$ cat src/rtl/alu_seq_unit.sv
// ALU with single-cycle ops and a multi-cycle shift-add unsigned multiply.
// Completed ops publish result/zero/illegal with a one-cycle done pulse.
module alu_seq_unit #(
  parameter int WIDTH  = 32,
  parameter bit MUL_EN = 1'b1
) (
  input  logic             clk,
  input  logic             rst_n,
  input  logic             start,
  input  logic             flush,
  input  logic [1:0]       ALU_Op,
  input  logic [5:0]       func,
  input  logic [WIDTH-1:0] a,
  input  logic [WIDTH-1:0] b,
  output logic [WIDTH-1:0] result,
  output logic             zero,
  output logic [WIDTH-1:0] hi,
  output logic [WIDTH-1:0] lo,
  output logic             busy,
  output logic             done,
  output logic             illegal
);

  localparam int CW = $clog2(WIDTH + 1);

  localparam logic [0:0] S_IDLE = 1'b0;
  localparam logic [0:0] S_MUL  = 1'b1;

  localparam logic [2:0] OP_ADD  = 3'd0;
  localparam logic [2:0] OP_SUB  = 3'd1;
  localparam logic [2:0] OP_AND  = 3'd2;
  localparam logic [2:0] OP_OR   = 3'd3;
  localparam logic [2:0] OP_SLT  = 3'd4;
  localparam logic [2:0] OP_MUL  = 3'd5;
  localparam logic [2:0] OP_MFHI = 3'd6;
  localparam logic [2:0] OP_MFLO = 3'd7;

  logic [0:0]       state;
  logic [CW-1:0]    cnt;
  logic [WIDTH-1:0] mcand;
  logic [WIDTH-1:0] acc_hi;
  logic [WIDTH-1:0] acc_lo;

  logic [2:0]       op;
  logic             bad;
  logic             mul_hit;
  logic [WIDTH-1:0] alu_y;
  logic [WIDTH:0]   sum;
  logic [WIDTH-1:0] nxt_hi;
  logic [WIDTH-1:0] nxt_lo;
  logic             last;

  assign busy    = (state == S_MUL);
  assign mul_hit = MUL_EN && (func == 6'b011001);

  // Decode: full 6-bit funcs win over the low-nibble matches
  always_comb begin
    op  = OP_ADD;
    bad = 1'b0;
    if (!ALU_Op[1]) begin
      op = ALU_Op[0] ? OP_SUB : OP_ADD;
    end else if (mul_hit) begin
      op = OP_MUL;
    end else if (func == 6'b010000) begin
      op = OP_MFHI;
    end else if (func == 6'b010010) begin
      op = OP_MFLO;
    end else begin
      unique case (func[3:0])
        4'b0000: op = OP_ADD;
        4'b0010: op = OP_SUB;
        4'b0100: op = OP_AND;
        4'b0101: op = OP_OR;
        4'b1010: op = OP_SLT;
        default: begin
          bad = 1'b1;
          op  = ALU_Op[0] ? OP_SUB : OP_AND;
        end
      endcase
    end
  end

  // Single-cycle datapath
  always_comb begin
    alu_y = '0;
    unique case (op)
      OP_ADD:  alu_y = a + b;
      OP_SUB:  alu_y = a - b;
      OP_AND:  alu_y = a & b;
      OP_OR:   alu_y = a | b;
      OP_SLT:  alu_y = {{(WIDTH-1){1'b0}},
                        ($signed(a) < $signed(b))};
      OP_MFHI: alu_y = hi;
      OP_MFLO: alu_y = lo;
      default: alu_y = '0;
    endcase
  end

  // One shift-add step: add multiplicand on LSB, shift pair right
  always_comb begin
    sum    = {1'b0, acc_hi}
           + (acc_lo[0] ? {1'b0, mcand} : '0);
    nxt_hi = sum[WIDTH:1];
    nxt_lo = {sum[0], acc_lo[WIDTH-1:1]};
    last   = (cnt == CW'(1));
  end

  // FSM, multiply iteration and result registers
  always_ff @(posedge clk or negedge rst_n) begin
    if (!rst_n) begin
      state   <= S_IDLE;
      cnt     <= '0;
      mcand   <= '0;
      acc_hi  <= '0;
      acc_lo  <= '0;
      result  <= '0;
      zero    <= 1'b0;
      hi      <= '0;
      lo      <= '0;
      done    <= 1'b0;
      illegal <= 1'b0;
    end else begin
      done <= 1'b0;
      if (state == S_IDLE) begin
        if (start) begin
          if (op == OP_MUL) begin
            state  <= S_MUL;
            cnt    <= CW'(WIDTH);
            mcand  <= a;
            acc_hi <= '0;
            acc_lo <= b;
          end else begin
            result  <= alu_y;
            zero    <= (alu_y == '0);
            illegal <= bad;
            done    <= 1'b1;
          end
        end
      end else if (flush) begin
        state <= S_IDLE;
        cnt   <= '0;
      end else begin
        acc_hi <= nxt_hi;
        acc_lo <= nxt_lo;
        cnt    <= cnt - CW'(1);
        if (last) begin
          state   <= S_IDLE;
          hi      <= nxt_hi;
          lo      <= nxt_lo;
          result  <= nxt_lo;
          zero    <= (nxt_lo == '0);
          illegal <= 1'b0;
          done    <= 1'b1;
        end
      end
    end
  end

endmodule

$ cat config.mk
export PLATFORM = sky130hd
export DESIGN_NAME = alu_seq_unit
export DESIGN_NICKNAME = d
export VERILOG_FILES = /design/src/rtl/alu_seq_unit.sv
export SDC_FILE = /design/constraint.sdc
export NUM_CORES = 1
export LEC_CHECK = 0
export ABC_AREA = 1
export CORE_MARGIN = 2
export CORE_UTILIZATION = 30
export CTS_CLUSTER_DIAMETER = 40
export DETAILED_ROUTE_END_ITERATION = 12
export SETUP_SLACK_MARGIN = 0.4
export SYNTH_ARGS = -nofsm -noshare
export SYNTH_HDL_FRONTEND = slang
export SYNTH_SLANG_ARGS = --single-unit
export TNS_END_PERCENT = 100
$ cat constraint.sdc
create_clock -name clk -period 4.44 [get_ports clk]
set_clock_uncertainty 0.15 [all_clocks]
set_input_delay 0.444 -clock clk [delete_from_list [all_inputs] [get_ports clk]]
set_output_delay 0.444 -clock clk [all_outputs]
set_load 0.1 [all_outputs]
; ---- Yosys cells after proc, flatten, opt, wreduce, memory -nomap -nowiden
; Cells that the tools add are included.
[totals]
input_bits = 76
register_bits = 202
word_cells = 101
[classes]
n_reduce_logical = 12
bitwise_logic = 4
magnitude_cmp = 1
eq_ne = 18
addsub = 4
n_mux = 51
[ops]
columns = operator, n
row1 = 32-bit two-way mux, 14
row2 = 32-bit one-hot mux with 7 select lines, 1
row3 = 32-bit zero test, 2
row4 = 32-bit by 32-bit adder with 33-bit output, 1
row5 = 32-bit adder, 1
row6 = 32-bit bitwise AND, 1
row7 = 32-bit less-than comparator, 1
row8 = 32-bit bitwise OR, 1
row9 = 32-bit subtractor, 1
row10 = 1-bit two-way mux, 26
row11 = 6-bit two-way mux, 4
row12 = 6-bit by 5-bit equality test with 1-bit output (second input constant), 3
row13 = 3-bit one-hot mux with 5 select lines, 1
row14 = 3-bit equality test (second input constant), 4
row15 = 3-bit two-way mux, 4
row16 = 3-bit AND reduction, 3
row17 = 4-bit by 3-bit equality test with 1-bit output (second input constant), 2
row18 = 3-bit by 2-bit equality test with 1-bit output (second input constant), 2
row19 = 6-bit by 1-bit equality test with 1-bit output (second input constant), 1
row20 = 6-bit by 1-bit subtractor with 6-bit output (second input constant), 1
row21 = 5-bit OR reduction, 1
row22 = 4-bit by 2-bit equality test with 1-bit output (second input constant), 1
row23 = 4-bit equality test (second input constant), 1
row24 = 4-bit zero test, 1
row25 = other kinds (9), 12

; ---- Longest topological paths before layout
; Gate-level depths: netlist of the first run.
[logic_depth]
depth_word = 12
ltp_mapped = 23
mapped_depth_nobuf = 22

; ---- Worst setup path after synthesis of the first run
; No wires, ideal clock.
[synth_timing]
path_type = register -> register
start = register state (netlist: busy)
end = register result[0]
slack_ps = 1461
arrival_time_ps = 2747
synth_period_minus_slack_ps = 2979
path_stages_with_launch = 11
n_path_buf = 2
cell_sequence = dfrtp_1 clkinv_1 nor2_1 inv_1 nor2_1 buf_2 a21oi_4 inv_2 buf_2 nor2_1 a31oi_1
[synth_via]
elab_chain_len = 2
[synth_rtl]
columns = element, line
row1 = from (decl), 38  ; logic [0:0] state;
row2 = from (signal assigned), 111  ; state <= S_IDLE;
row3 = from (signal assigned), 127  ; state <= S_MUL;
row4 = from (signal assigned), 140  ; state <= S_IDLE;
row5 = 2-bit by 1-bit != test with 1-bit output (no line) (tied with other cells), n/a
row6 = 4-bit AND reduction (no line), n/a
row7 = to (signal assigned), 133  ; result <= alu_y;
row8 = to (signal assigned), 150  ; result <= nxt_lo;
row9 = to (decl), 15  ; output logic [WIDTH-1:0] result,
; Parallel ways exist; a longest one is shown, timed or not.
; A chain may end at the register's enable or synchronous reset.

; ---- Worst setup path in the final report of the first run
[layout_timing]
start = input port a[10]
end = register zero
[layout_via]
elab_chain_len = 6
[layout_rtl]
columns = element, line
row1 = from (decl), 13  ; input logic [WIDTH-1:0] a,
row2 = 32-bit subtractor (tied with other cells), 88  ; OP_SUB: alu_y = a - b;
row3 = 32-bit one-hot mux with 7 select lines (*), 86  ; unique case (op)
row4 = 32-bit zero test (*), 134  ; zero <= (alu_y == '0);
row5 = 1-bit two-way mux (*), 126  ; if (op == OP_MUL) begin
row6 = 1-bit two-way mux (*), 125  ; if (start) begin
row7 = 1-bit two-way mux (*), 124  ; if (state == S_IDLE) begin
row8 = to (signal assigned), 134
row9 = to (signal assigned), 151  ; zero <= (nxt_lo == '0);
row10 = to (decl), 16  ; output logic zero,
; Every way passes the cells marked *; elsewhere a longest branch is shown, timed or not. The select of a mux whose other input is x is not followed.

==> results.md, run 1 <==
- Post-synth EDFFs: 0
- Critical Path Start Type: input pin
- Crit-path max FO: 9
- Worst hold path type: flip-flop to flip-flop
- Longest Clk Path Bufs: 3
- Final Total Pwr: 0.008515 W
- Vias in the first global route: 17,540
- Sequential-to-total area share from yosys stat: 29.35%
- Root Buffer: clkbuf_16
- Worst path cell trace: clkdlybuf4s50_1 > inv_1 > ha_1 > nor2_1 > nand2_1 > nor2_1 > nand2_1 > nand3_1 > nand2_1 > nand2_1 > nand2_1 > nand2_1 > nand2_1 > nand3_1 > nand3_1 > nor2_1 > nand3_1 > nor2_1 > nand2_1 > a21oi_1
- CP Data Required Time: 4.76 ns
- Fin crit period: 3.919 ns
- Mapped Cells: 2,624
- Worst setup EP type: flip-flop
- I/O pin count: 176
- Pwr Density: 407.9 nW/µm²
- Crit-path most repeated cell: nand2_1
- Post-DRT Antenna Nets: 0
- Area Overhead vs Synth: 21.22%
- RSZ-0062 raised after global routing: no
- Reg2reg setup slack: 0.95 ns
- Critical Path Max Stage Delay: 0.65 ns
- Max IR drop VDD: 0.2939 mV
- Clock Pin Slew Worst Setup and Hold Paths: 0.06 ns
- IO Port Bufs: 175
- Gr usage total: 24.29%
- Post-synth top area share: 29.35%
- Max frequency: 0.2552 GHz
- Vias/cell: 5.189
- Mean Syn Cell Area: 6.563 µm²
- DR DRC count: 0
- Most numerous cell in the Yosys netlist: nand2_1
- Area of the multi-input gates: 10,400 µm²
- Initial Util: 30.42%
- Top FF cell, synth: dfrtp_1
- Netlist Area Pre-Place: 17,220 µm²
- Top post-synthesis cells by count: nand2_1 (710), inv_1 (336), nor2_1 (245)
- Slew Limit Fails: 0
- Status: completed
- CP max-delay cell: clkdlybuf4s50_1
- MaxCap Viol Count: 0
- Sequential cell area: 5056 µm²
- Syn Nets: 2,850
- Post-CTS resize count: 0
- Clock Latency Late Sink: 0.57 ns
- Drt first pass iters: 5
- DP HPWL: 59,790 µm
- DR vias: 18,440
- Top Family by Delay on Critical Path: simple AND/OR/NAND/NOR gates
- CTS Sinks: 202
- Global-route wire length before repair: 109,500 µm
- Seq cells post-synth: 202
- CTS tree: built
- Die width: 243.6 µm
- Worst slew pin tran: 1.063 ns
- Final Hold Viols: 0
- Yosys warns: 0
- Final GP Congestion: 1.112
- H-tree Lvls: 1
- Routed WL: 73,960 µm
- Final-stage net count: 3,002
- Final Cycle Share: 88.26%
- Drt wl/cell: 20.81 µm
- Area leader, netlist: dfrtp_1
- Setup_tns: 0 ns
- Layout cell share with drive strength beyond 1: 4.612%
- CP arrival: 4.24 ns
- Core ar.: 56,600 µm²
- Cell Rows: 87
- Largest net degree at the start of global routing: 111
- Netlist cell types: 49
- Total Die Area: 59,340 µm²
- Final setup vio count: 0
- Synth area leaders: dfrtp_1 (29%), nand2_1 (15%), ha_1 (11%), inv_1 (7.3%), nand3_1 (7.0%)
- Max_slew headroom: 29.11%
- WS Path Type: input pin to flip-flop
- Total congestion overflow: 0
- CP Buf/Inv Count: 2
- Post-synth ARST share: 100.0%
- Initial antenna violation count: 4
- # fillers: 6,126
- Overall die height: 243.6 µm
- Leakage: 10.48 nW
- CTS Buf Count: 27
- Initial DRC Count: 1,898
worst register-to-register path, delay by kind of cell (launching register included):
kind | cells | cell delay (ns)
AOI/OAI and AO/OA | 4 | 0.99
adders and majority gates | 2 | 0.64
buffers and inverters | 1 | 0.04
DFF | 1 | 0.49
and+or+nand+nor | 10 | 1.04
worst paths after layout:
check,cells past startpoint,end,start
setup / recovery,20,zero$_DFFE_PN0P_,a[10]
max in group asynchronous,3,result[28]$_DFFE_PN0P_,rst_n
hold / removal,2,mcand[12]$_DFFE_PN0P_,mcand[12]$_DFFE_PN0P_
setup reg to reg,17,hi[25]$_DFFE_PN0P_,acc_lo[0]$_DFFE_PN0P_
hold reg to reg,2,mcand[12]$_DFFE_PN0P_,mcand[12]$_DFFE_PN0P_
min in group asynchronous,2,acc_hi[3]$_DFFE_PN0P_,rst_n
placed cells by master (no fill, tap or decap), drive strengths merged, types with 4 or more instances in the layout:
master	count
xor2	28
nor2	252
buf	55
ha	147
a21oi	103
a221oi	4
o21ai	251
nor3	29
o211ai	5
o21bai	10
nand4	91
nand3b	16
or2	4
clkdlybuf4s50	174
bufinv	6
xnor2	9
dfrtp	202
a21o	4
inv	344
nand3	244
clkbuf	34
clkinv	6
a31oi	37
nand2	713
layout make-up:
class	count	area share (%)
Tap cell	756	4.531
Clock inverter	16	1.235
Sequential cell	202	24.22
Timing Repair Buffer	230	10.64
Antenna cell	1	0.01199
Clock buffer	34	3.410
Multi-Input combinational cell	1973	49.80
Inverter	342	6.149
flip-flops by register name (all words and copies together) (netlist names):
name,flops
acc_hi,32
acc_lo,32
busy,1
cnt,6
done,1
hi,32
illegal,1
lo,32
mcand,32
result,32
zero,1
power by group:
group	internal, W	switching (W)	total, W
clock network	0.00149	0.000879	0.00237
registers	0.00223	0.000318	0.00255
logic	0.00102	0.00257	0.00359
total	0.00475	0.00377	0.00852
metrics by stage:
stage               hold slack, ns  cells  utilization (%)  worst slack [ns]  area, µm²
floorplan                -0.001591   2624                -             1.461      17220
global placement            0.3168   3502            35.15           0.02220      19890
detailed placement          0.3223   3502            35.15           0.06795      19890
CTS                         0.3378   3553            36.88            0.6435      20870
global route                0.3606   3554            36.88            0.4033      20880
finish                      0.3325   3554            36.88            0.5211      20880
per-layer routing:
metal / wire length [µm] / global-route usage [%] / up-vias
met5: 13 / 0 / -
met4: 3235 / 10.19 / 2
met3: 6439 / 4.605 / 148
met2: 31910 / 37.04 / 811
met1: 32360 / 33.54 / 8607
li1: - / - / 8873
logic make-up (layout without fill, tap and decap cells):
family	count (synthesis)	after routing	synth area share, %
fa+ha+maj	150	150	11.03
flops	202	202	29.35
compound gates	433	433	13.64
simple gates	1353	1353	33.69
xor+xnor	37	37	1.882
buf+inv	449	622	10.41
other cells	0	1	0
what timing repair did:
action	in CTS	in global routing
hold endpoints to repair	101	0
buffers inserted	0	0
hold buffers	1	0
Note: power is estimated with default switching activity, not from simulation.
==> inputs of run 2 (changes only) <==
SKIP_CTS_REPAIR_TIMING = 1   (was not set)
==> run 2 against run 1 <==
- hold slack barely moved
- wire length hardly changed
- critical path depth unchanged
- core utilization unchanged
- die area unchanged
- sequential power about the same
- register-to-register slack barely moved
- sequential cell count unchanged
- combinational power about the same
- final cell count unchanged
- via count about the same
==> results.md, run 2 (synthesized netlist as in run 1, its figures left out) <==
- P_int: 0.004750 W (about the same)
- Crit-path max FO: 9 (unchanged)
- Post-DRT Antenna Nets: 0 (unchanged)
- Vias/cell: 5.186 (was 5.189)
- DR DRC count: 0 (unchanged)
- End-of-flow core utilization: 36.88% (unchanged)
- IO Port Bufs: 175 (unchanged)
- Leakage: 10.48 nW (unchanged)
- R2r endpoint: hi[25]$_DFFE_PN0P_ (unchanged)
- Pre-CTS setup slack: 0.06795 ns (unchanged)
- RSZ-0062 raised after global routing: no (unchanged)
- Final instance area: 20,880 µm² (unchanged)
- Final Hold Viols: 0 (unchanged)
- Initial antenna violation count: 4 (unchanged)
- Setup_tns: 0 ns (unchanged)
- Max frequency: 0.2553 GHz (was 0.2552 GHz)
- CP Data Required Time: 4.76 ns (about the same)
- I/O pin count: 176 (unchanged)
- Worst hold path type: flip-flop to flip-flop (unchanged)
- Clock Pin Slew Worst Setup and Hold Paths: 0.06 ns (about the same)
- DP HPWL: 59,790 µm (unchanged)
- Vias in the first global route: 17,540 (about the same)
- H-tree Lvls: 1 (unchanged)
- DR vias: 18,430 (was 18,440)
- Worst setup EP type: flip-flop (unchanged)
- Placed inst area: 19,890 µm² (unchanged)
- Max IR drop VDD: 0.2934 mV (was 0.2939 mV)
- Longest Clk Path Bufs: 3 (unchanged)
- Share of power burned in registers: 30.0% (about the same)
- Cell Rows: 87 (unchanged)
- Final non-filler cell total: 3,554 (unchanged)
- Layout cell share with drive strength beyond 1: 4.612% (unchanged)
- Clock Latency Late Sink: 0.57 ns (about the same)
- Final Cycle Share: 88.20% (was 88.26%)
- Final-stage net count: 3,002 (unchanged)
- Drt first pass iters: 9 (was 5)
- Reg2Reg Depth: 17 (unchanged)
- CTS Sinks: 202 (unchanged)
- CTS Buf Count: 27 (unchanged)
- Worst Hold Launch: mcand[12]$_DFFE_PN0P_ (unchanged)
- Placed Cells: 3,502 (unchanged)
- Comb pwr share: 42.2% (about the same)
- CP arrival: 4.24 ns (about the same)
- Final GP Congestion: 1.112 (unchanged)
- Routed WL: 73,890 µm (was 73,960 µm)
- Final worst slack: 0.5238 ns (was 0.5211 ns)
- Initial DRC Count: 1,904 (was 1,898)
- Die width: 243.6 µm (unchanged)
- Area Overhead vs Synth: 21.22% (unchanged)
- Clock power share: 27.9% (about the same)
- Total congestion overflow: 0 (unchanged)
- Max_slew headroom: 29.78% (was 29.11%)
- Critical Path Start Type: input pin (unchanged)
- CTS tree: built (unchanged)
- Initial Util: 30.42% (unchanged)
- Pwr Density: 407.8 nW/µm² (was 407.9 nW/µm²)
- Worst slew pin tran: 1.053 ns (was 1.063 ns)
- Commonest cells after routing, fill and taps aside: nand2_1 (708), inv_1 (335), nor2_1 (245) (unchanged)
- Reg2reg setup slack: 0.96 ns (was 0.95 ns)
- Hold Crit Endpoint: mcand[12]$_DFFE_PN0P_ (unchanged)
- Final setup vio count: 0 (unchanged)
- WS Path Type: input pin to flip-flop (unchanged)
- Drt wl/cell: 20.79 µm (was 20.81 µm)
- Status: completed (unchanged)
- Total Die Area: 59,340 µm² (unchanged)
- Worst Hold Depth: 2 (unchanged)
- Core ar.: 56,600 µm² (unchanged)
- MaxCap Viol Count: 0 (unchanged)
- Worst reg2reg startpoint: acc_lo[0]$_DFFE_PN0P_ (unchanged)
- Slew Limit Fails: 0 (unchanged)
- P_sw: 0.003764 W (was 0.003766 W)
- Largest net degree at the start of global routing: 111 (unchanged)
- Gr usage total: 24.29% (unchanged)
- Fin crit period: 3.916 ns (was 3.919 ns)
- Commonest non-fill, non-tap cell in the layout: nand2_1 (unchanged)
- Root Buffer: clkbuf_16 (unchanged)
- Global-route wire length before repair: 109,500 µm (unchanged)
- Overall die height: 243.6 µm (unchanged)
- Sw frac: 44.21% (was 44.22%)
## run 2: cell counts in the layout (fill, tap and decap cells not counted)
No cell type changed its count.
## run 2: final cells by class
type | count | area (µm²)
fillers | 6126 | 35730
clock buffers | 34 | 711.9
repair buffers | 230 | 2222
flip-flops and latches | 202 | 5056
well taps | 756 | 945.9
clock inverters | 16 | 257.7
multi-input cells | 1973 | 10400
inverters | 342 | 1284
diodes | 1 | 2.502
## run 2: power by group through the flow
stage	clock, W	sequential [W]	combinational [W]
2_1_floorplan	0	0.00314	0.00176
3_3_place_gp	0	0.00257	0.00353
3_5_place_dp	0	0.00257	0.00353
4_1_cts	0.00241	0.00255	0.00354
5_1_grt	0.00248	0.00259	0.00390
6_report	0.00237	0.00255	0.00359
## run 2: metal layers
metal | track usage, % | routed length, µm
met5 | 0 | 13
met4 | 10.19 | 3241
met3 | 4.616 | 6415
met2 | 37.04 | 31860
met1 | 33.53 | 32360
## run 2: worst max-delay path by stage
stage	to	slack, ns	cells past startpoint	from
after floorplan	result[0]$_DFFE_PN0P_	1.46	10	busy$_DFF_PN0_
after global placement	zero$_DFFE_PN0P_	0.02	20	a[10]
after detailed placement	zero$_DFFE_PN0P_	0.07	20	a[10]
after CTS	zero$_DFFE_PN0P_	0.64	20	a[10]
after global routing	zero$_DFFE_PN0P_	0.40	21	a[8]
final	zero$_DFFE_PN0P_	0.52	20	a[10]
## run 2: critical path, stage by stage
cell	delay, ns
clkdlybuf4s50_1	0.65
inv_1	0.12
ha_1	0.45
nor2_1	0.27
nand2_1	0.11
nor2_1	0.28
nand2_1	0.12
nand3_1	0.19
nand2_1	0.10
nand2_1	0.11
nand2_1	0.10
nand2_1	0.08
nand2_1	0.05
nand3_1	0.24
nand3_1	0.12
nor2_1	0.39
nand3_1	0.13
nor2_1	0.12
nand2_1	0.06
a21oi_1	0.11
## run 2: per-stage QoR
stage	hold slack, ns	total power [W]
2_1_floorplan	-0.001591	0.004892
3_3_place_gp	0.3168	0.006094
3_5_place_dp	0.3223	0.006097
4_1_cts	-0.1880	0.008491
5_1_grt	0.3606	0.008974
6_report	0.3324	0.008513
==> inputs of run 3 (changes only) <==
CTS_CLUSTER_DIAMETER = 200   (was 40)
==> run 3 against run 2 <==
- wire length rose by 0.15%
- non-clock buffer count did not move
- core utilization fell by 0.45 points
- critical endpoint unchanged
- register-to-register slack barely moved
- fmax rose by 2.7%
- global-route usage barely moved
==> results.md, run 3 (synthesized netlist as in run 1, its figures left out) <==
- Pwr Density: 387.3 nW/µm² (was 407.8 nW/µm²)
- Final Cycle Share: 85.86% (was 88.20%)
- Drt wl/cell: 20.87 µm (was 20.79 µm)
- DP HPWL: 59,790 µm (unchanged)
- Initial Util: 30.42% (unchanged)
- Drt first pass iters: 6 (was 9)
- Status: completed (unchanged)
- Total Die Area: 59,340 µm² (unchanged)
- Final GP Congestion: 1.112 (unchanged)
- Vias/cell: 5.238 (was 5.186)
- Setup_tns: 0 ns (unchanged)
- Commonest cells after routing, fill and taps aside: nand2_1 (708), inv_1 (335), nor2_1 (244) (was nand2_1 (708), inv_1 (335), nor2_1 (245))
- Initial DRC Count: 1,890 (was 1,904)
- Commonest non-fill, non-tap cell in the layout: nand2_1 (unchanged)
- CTS tree: built (unchanged)
- Max IR drop VDD: 0.2708 mV (was 0.2934 mV)
- Slew Limit Fails: 0 (unchanged)
- Leakage: 10.35 nW (was 10.48 nW)
- CTS Sinks: 202 (unchanged)
- Clock Pin Slew Worst Setup and Hold Paths: 0.06 ns (about the same)
- WS Path Type: input pin to flip-flop (unchanged)
- Worst hold path type: flip-flop to flip-flop (unchanged)
- Initial antenna violation count: 4 (unchanged)
- Vias in the first global route: 17,540 (about the same)
- CP arrival: 4.11 ns (was 4.24 ns)
- Final setup vio count: 0 (unchanged)
- CP Data Required Time: 4.74 ns (was 4.76 ns)
- Reg2Reg Depth: 17 (unchanged)
- Critical Path Start Type: input pin (unchanged)
- Crit-path max FO: 9 (unchanged)
- Routed WL: 74,000 µm (was 73,890 µm)
- Area Overhead vs Synth: 19.74% (was 21.22%)
- Die width: 243.6 µm (unchanged)
- Post-DRT Antenna Nets: 0 (unchanged)
- Fin Hold WS: 0.3332 ns (was 0.3324 ns)
- Gr usage total: 24.30% (was 24.29%)
- DR DRC count: 0 (unchanged)
- Total congestion overflow: 0 (unchanged)
- Root Buffer: clkbuf_16 (unchanged)
- Final non-filler cell total: 3,545 (was 3,554)
- Clock Latency Late Sink: 0.53 ns (was 0.57 ns)
- Placed Cells: 3,502 (unchanged)
- Overall die height: 243.6 µm (unchanged)
- Worst setup EP type: flip-flop (unchanged)
- IO Port Bufs: 175 (unchanged)
- RSZ-0062 raised after global routing: no (unchanged)
- Layout cell share with drive strength beyond 1: 4.306% (was 4.612%)
- Final Total Pwr: 0.007986 W (was 0.008513 W)
- Fin crit period: 3.812 ns (was 3.916 ns)
- CTS Buf Count: 23 (was 27)
- Worst slew pin tran: 1.044 ns (was 1.053 ns)
- Largest net degree at the start of global routing: 111 (unchanged)
- Core ar.: 56,600 µm² (unchanged)
- Global-route wire length before repair: 109,600 µm (was 109,500 µm)
- Worst Hold Depth: 2 (unchanged)
- MaxCap Viol Count: 0 (unchanged)
- Max_slew headroom: 30.42% (was 29.78%)
- I/O pin count: 176 (unchanged)
- DR vias: 18,570 (was 18,430)
- Final Hold Viols: 0 (unchanged)
- Longest Clk Path Bufs: 3 (unchanged)
- # fillers: 6,157 (was 6,126)
- Sequential cell area: 5056 µm² (unchanged)
- Area of the multi-input gates: 10,400 µm² (about the same)
- Max frequency: 0.2623 GHz (was 0.2553 GHz)
- Cell Rows: 87 (unchanged)
- Final-stage net count: 2,998 (was 3,002)
- H-tree Lvls: 1 (unchanged)
[run 3: changes by cell type in the layout (fill, tap and decap cells not counted)]
| cell | before | now |
|---|---|---|
| nor2_2 | 3 | 4 |
| diode_2 | 1 | 2 |
| inv_16 | 1 | 0 |
| clkbuf_8 | 1 | 2 |
| clkinv_2 | 5 | 4 |
| bufinv_16 | 6 | 1 |
| clkbuf_16 | 27 | 23 |
| clkinvlp_4 | 2 | 1 |
| clkinv_4 | 0 | 1 |
| nor2_1 | 245 | 244 |
[run 3: metal layers]
metal	track usage [%]	up-vias	wire, µm
li1	-	8870	-
met1	33.54	8724	32550
met2	37.20	816	32000
met3	4.527	155	6243
met4	9.989	2	3191
met5	0	-	13
[run 3: cell type report]
class / count / share of cell area (%)
Multi-Input combinational cell: 1973 / 50.43
Sequential cell: 202 / 24.52
Timing Repair Buffer: 230 / 10.78
Inverter: 342 / 6.225
Tap cell: 756 / 4.587
Clock buffer: 31 / 3.034
Clock inverter: 9 / 0.4065
Antenna cell: 2 / 0.02427
[run 3: critical path, cell delays in order]
cell and delay, ns:
clkdlybuf4s50_1 0.65, inv_1 0.12, ha_1 0.45, nor2_1 0.27
nand2_1 0.11, nor2_1 0.28, nand2_1 0.12, nand3_1 0.19
nand2_1 0.10, nand2_1 0.11, nand2_1 0.10, nand2_1 0.08
nand2_1 0.05, nand3_1 0.23, nand3_1 0.13, nor2_2 0.27
nand3_1 0.12, nor2_1 0.11, nand2_1 0.06, a21oi_1 0.11
[run 3: path summary, 6_finish.rpt]
path | start | endpoint | slack [ns]
min reg2reg | mcand[12]$_DFFE_PN0P_ | mcand[12]$_DFFE_PN0P_ | 0.33
min | mcand[12]$_DFFE_PN0P_ | mcand[12]$_DFFE_PN0P_ | 0.33
max in group asynchronous | rst_n | acc_lo[27]$_DFFE_PN0P_ | 2.64
max | a[10] | zero$_DFFE_PN0P_ | 0.63
max reg2reg | acc_lo[0]$_DFFE_PN0P_ | hi[25]$_DFFE_PN0P_ | 0.97
min in group asynchronous | rst_n | acc_hi[3]$_DFFE_PN0P_ | 0.42
[run 3: where the power goes]
group | switching (W) | internal [W] | total (W)
clock network | 0.000797 | 0.00105 | 0.00185
registers | 0.000317 | 0.00223 | 0.00255
logic | 0.00257 | 0.00102 | 0.00359
[run 3: stage by stage]
step	util, %	setup WS (ns)	cell area (µm²)
2_1_floorplan	-	1.461	17220
3_3_place_gp	35.15	0.02220	19890
3_5_place_dp	35.15	0.06795	19890
4_1_cts	36.40	0.6202	20600
5_1_grt	36.43	0.5023	20620
6_report	36.43	0.6278	20620
